File: src/rtl/piso_tx.sv
// Parallel-in serial-out byte transmitter: start bit, 8 data bits LSB first,
// optional even parity bit, stop bit; each bit held CLKS_PER_BIT clocks.
module piso_tx #(
    parameter int CLKS_PER_BIT = 4,
    parameter int PARITY_EN    = 1
) (
    input  logic       clk,
    input  logic       clear_n,
    input  logic [7:0] din,
    input  logic       load,
    output logic       ready,
    output logic       tx,
    output logic       busy,
    output logic       done,
    output logic [2:0] state_dbg
);

    typedef enum logic [2:0] {
        IDLE   = 3'd0,
        START  = 3'd1,
        DATA   = 3'd2,
        PARITY = 3'd3,
        STOP   = 3'd4
    } state_t;

    localparam logic [15:0] LAST = 16'(CLKS_PER_BIT - 1);

    // Handshake: load is accepted on any rising edge where load=1 and ready=1;
    // while ready=0, load is ignored and not remembered.

    state_t      state, state_nxt;
    logic [15:0] timer, timer_nxt;
    logic [2:0]  idx, idx_nxt;
    logic [7:0]  shreg, shreg_nxt;
    logic        done_q, done_nxt;
    logic        bit_end;

    always_ff @(posedge clk or negedge clear_n) begin
        if (!clear_n) begin
            state  <= IDLE;
            timer  <= '0;
            idx    <= '0;
            shreg  <= '0;
            done_q <= 1'b0;
        end else begin
            state  <= state_nxt;
            timer  <= timer_nxt;
            idx    <= idx_nxt;
            shreg  <= shreg_nxt;
            done_q <= done_nxt;
        end
    end

    assign bit_end = (timer == LAST);

    always_comb begin
        state_nxt = state;
        timer_nxt = timer;
        idx_nxt   = idx;
        shreg_nxt = shreg;
        done_nxt  = 1'b0;
        case (state)
            IDLE: begin
                timer_nxt = '0;
                idx_nxt   = '0;
                if (load) begin
                    shreg_nxt = din;
                    state_nxt = START;
                end
            end
            START: begin
                if (bit_end) begin
                    timer_nxt = '0;
                    state_nxt = DATA;
                end else begin
                    timer_nxt = timer + 16'd1;
                end
            end
            DATA: begin
                if (bit_end) begin
                    timer_nxt = '0;
                    idx_nxt   = idx + 3'd1;
                    if (idx == 3'd7)
                        state_nxt = (PARITY_EN != 0) ? PARITY : STOP;
                end else begin
                    timer_nxt = timer + 16'd1;
                end
            end
            PARITY: begin
                if (bit_end) begin
                    timer_nxt = '0;
                    state_nxt = STOP;
                end else begin
                    timer_nxt = timer + 16'd1;
                end
            end
            STOP: begin
                if (bit_end) begin
                    timer_nxt = '0;
                    state_nxt = IDLE;
                    done_nxt  = 1'b1;
                end else begin
                    timer_nxt = timer + 16'd1;
                end
            end
            default: begin
                state_nxt = IDLE;
                timer_nxt = '0;
                idx_nxt   = '0;
            end
        endcase
    end

    // Line level is decoded from registered state so tx drops in the cycle
    // right after the accept edge.
    always_comb begin
        tx = 1'b1;
        case (state)
            START:   tx = 1'b0;
            DATA:    tx = shreg[idx];
            PARITY:  tx = ^shreg;
            default: tx = 1'b1;
        endcase
    end

    assign ready     = (state == IDLE);
    assign busy      = (state != IDLE);
    assign done      = done_q;
    assign state_dbg = state;

endmodule
File: config.mk
export PLATFORM = sky130hd
export DESIGN_NAME = piso_tx
export DESIGN_NICKNAME = d
export VERILOG_FILES = /design/src/rtl/piso_tx.sv
export SDC_FILE = /design/constraint.sdc
export NUM_CORES = 1
export LEC_CHECK = 0
export CAP_MARGIN = 25
export CORE_MARGIN = 1
export CORE_UTILIZATION = 45
export DETAILED_ROUTE_END_ITERATION = 8
export PLACE_DENSITY = 0.68
export SLEW_MARGIN = 20
export SYNTH_ARGS = -nofsm -noshare
export SYNTH_HDL_FRONTEND = slang
export SYNTH_SLANG_ARGS = --single-unit
File: constraint.sdc
create_clock -name clk -period 2.8 [get_ports clk]
set_input_delay 0.28 -clock clk [delete_from_list [all_inputs] [get_ports clk]]
set_output_delay 0.28 -clock clk [all_outputs]
set_load 0.02 [all_outputs]
==> flow_summary.ini <==
[status]
status = finished clean

[placed_design]
port_buffers = 17
dp_hpwl_um = 2190
preCtsSetupSlack_ns = 0.7095
placed_cell_area_sq_um = 1834
routabilityCongestion = 0.8251
dp_cells = 217

[cts]
clkLatencyLatePin_ns = 0.32
post_cts_buffers = 0
cts_resized = 0
cts_tree = done
cts_hold_buffers = 0
cts_made_buffers = 5
htree_levels = 2
clock_path_buffers = 2
cts_root_buf = clkbuf_4
clk_pin_slew_ns = 0.10
cts_num_sinks = 31

[timing]
rsz0062_at_grt = false
fmax_mhz = 413.3
hold_viol = 0
slew_viol_final = 0
fin_ws_ns = 0.3805
fin_worst_skew_ns = 0.006498
fin_crit_ns = 2.419
setup_viol = 0
slew_headroom_pct = 57.63
setup_tns_ns = 0
worst_slew_pin_slew_ns = 0.6337
post-route-period-util_pct = 86.41

[detailed_routing]
viasPerCell = 5.484
first_iter_violations = 80
drtPass1Iterations = 4
ant_nets = 0
wl_per_cell_um = 13.65
drc = 0
drt-total-wl_um = 3071
num_vias = 1234

[worst_setup_path]
crit_slowest_cell = clkdlybuf4s50_1
cp_max_fo = 5
path_class = flop to primary output
endpoint_kind = primary output
cp.buffers_inverters = 1
cp_top_family = buffers and inverters
cp_data_required_time_ns = 2.52
slowest_delay_ns = 0.56
worstPathArrival_ns = 2.14
cp-start-kind = flop
crit_chain = mux4_2 -> o211ai_1 -> o221ai_1 -> clkdlybuf4s50_1

[logic_synthesis]
ys_warn_count = 0
avgSynthCellArea_sq_um = 10.21
yosysMostFrequentCell = dfrtp_1
syn_inst = 160
synthArstFlopShare_pct = 100.0
synth_top_area_cell = dfrtp_1
synth-seq-cells = 31
ys_seq_area_share_pct = 47.47
synth-edff-count = 0
ys.flop_type = dfrtp_1
syn_area_sq_um = 1634
synthTopCellsByArea = dfrtp_1 47%, xnor2_1 7.0%, mux2_1 5.5%, nor2_1 3.7%, nand3_1 2.8%
synthesis.nets = 174
yosys.area.top_type_share_pct = 47.47
yosysUniqueCellTypes = 36
synth_common_cells = 31 x dfrtp_1, 16 x nor2_1, 13 x xnor2_1

[grt]
grt_max_degree = 32
antenna_found_initial = 0
grt_pass1_vias = 1246
grt_overflow = 0
grtUsageTotal_pct = 18.17
grt_pass1_wl_um = 5609

[worst_hold_path]
min_path_type = input pin to async pin

[finish]
n_antenna_cell = 0
postLayoutCellArea_sq_um = 1887
syn_to_final_growth_pct = 15.47
final_cells = 225
fin_nets = 192
drive_gt1_share_pct = 7.821

[die]
die_h_um = 62.26
die_x_um = 62.26
core_sq_um = 3416
fp.dieArea_sq_um = 3876
io_pins = 18
initial_utilization_pct = 47.84
rows = 21

[power]
irDropWorstVdd_mv = 0.3485
p_leak_nw = 0.7805
power_density_nw_per_um2 = 503.3

[job]
cap_violations = 0
[through the flow]
step	hold slack, ns	utilization (%)	power, mW
2_1_floorplan	-0.01559	-	0.6442
3_3_place_gp	0.4675	53.70	0.7088
3_5_place_dp	0.4768	53.70	0.7160
4_1_cts	0.3585	55.24	0.9613
5_1_grt	0.3637	55.24	1.012
6_report	0.3459	55.24	0.9497
[layout by cell type, fill, tap and decap left out, types with 3 or more instances in the layout]
cell type        instances
xor2_1                   5
nand4_1                  6
clkdlybuf4s50_1         17
mux2_1                   8
xnor2_1                 13
o21ai_0                  3
o32ai_1                  3
and4_1                   3
clkbuf_4                 5
dfrtp_1                 31
nand2_1                  7
ha_1                     3
nor2_1                  16
or3_1                    3
a31oi_1                  3
and2_1                   4
nor4_1                   4
nand3_1                  9
clkinv_2                 3
inv_1                    7
a21oi_1                  7
[power by group]
part	internal [mW]	leakage, nW	switching (mW)
Sequential	0.474	0.412	0.0318
Combinational	0.0973	0.334	0.101
Clock	0.0933	0.0347	0.153
Total	0.664	0.781	0.285
[layer usage]
layer	GRT usage [%]	part of all wire, %	vias to the layer above
met4	6.977	1.2	0
met5	0	0	-
li1	-	-	614
met3	4.779	2.5	5
met2	26.65	45	18
met1	25.66	51	597
[flip-flops by register name (all words and copies together), names as in the netlist]
name	cells
done	1
idx	3
timer	16
shreg	8
state_dbg	3
[cell families after synthesis]
logic type,after synthesis,synth area share [%]
simple gates,60,20.06
flops,31,47.47
compound gates,22,8.423
xor+xnor,18,9.648
buf+inv,15,3.982
mux,11,8.117
fa+ha+maj,3,2.297
[worst reg2reg max path: stages, from the launching register on]
cell and delay, ns:
dfrtp_1 0.53, or3_1 0.46, inv_2 0.08, and2_1 0.37
mux2_1 0.37
[area by class of cell]
cell class / instances / area (sq um)
repair buffers: 18 / 177.7
clock inverters: 3 / 15.01
clock buffers: 5 / 37.54
flip-flops and latches: 31 / 775.7
inverters: 8 / 30.03
multi-input cells: 114 / 793.3
well taps: 46 / 57.56
fillers: 304 / 1529
[final timing paths]
path,slack [ns],cells after the start,end,from
worst max-delay path,0.38,4,tx,idx[1]
worst min-delay path,0.35,2,timer[9],clear_n
worst max register to register,0.89,4,shreg[5],state_dbg[0]
worst min register to register,0.49,1,timer[0],timer[0]
max in group asynchronous,2.18,2,done,clear_n
min in group clk,0.49,1,timer[0],timer[0]
(Power assumes the default switching activity.)
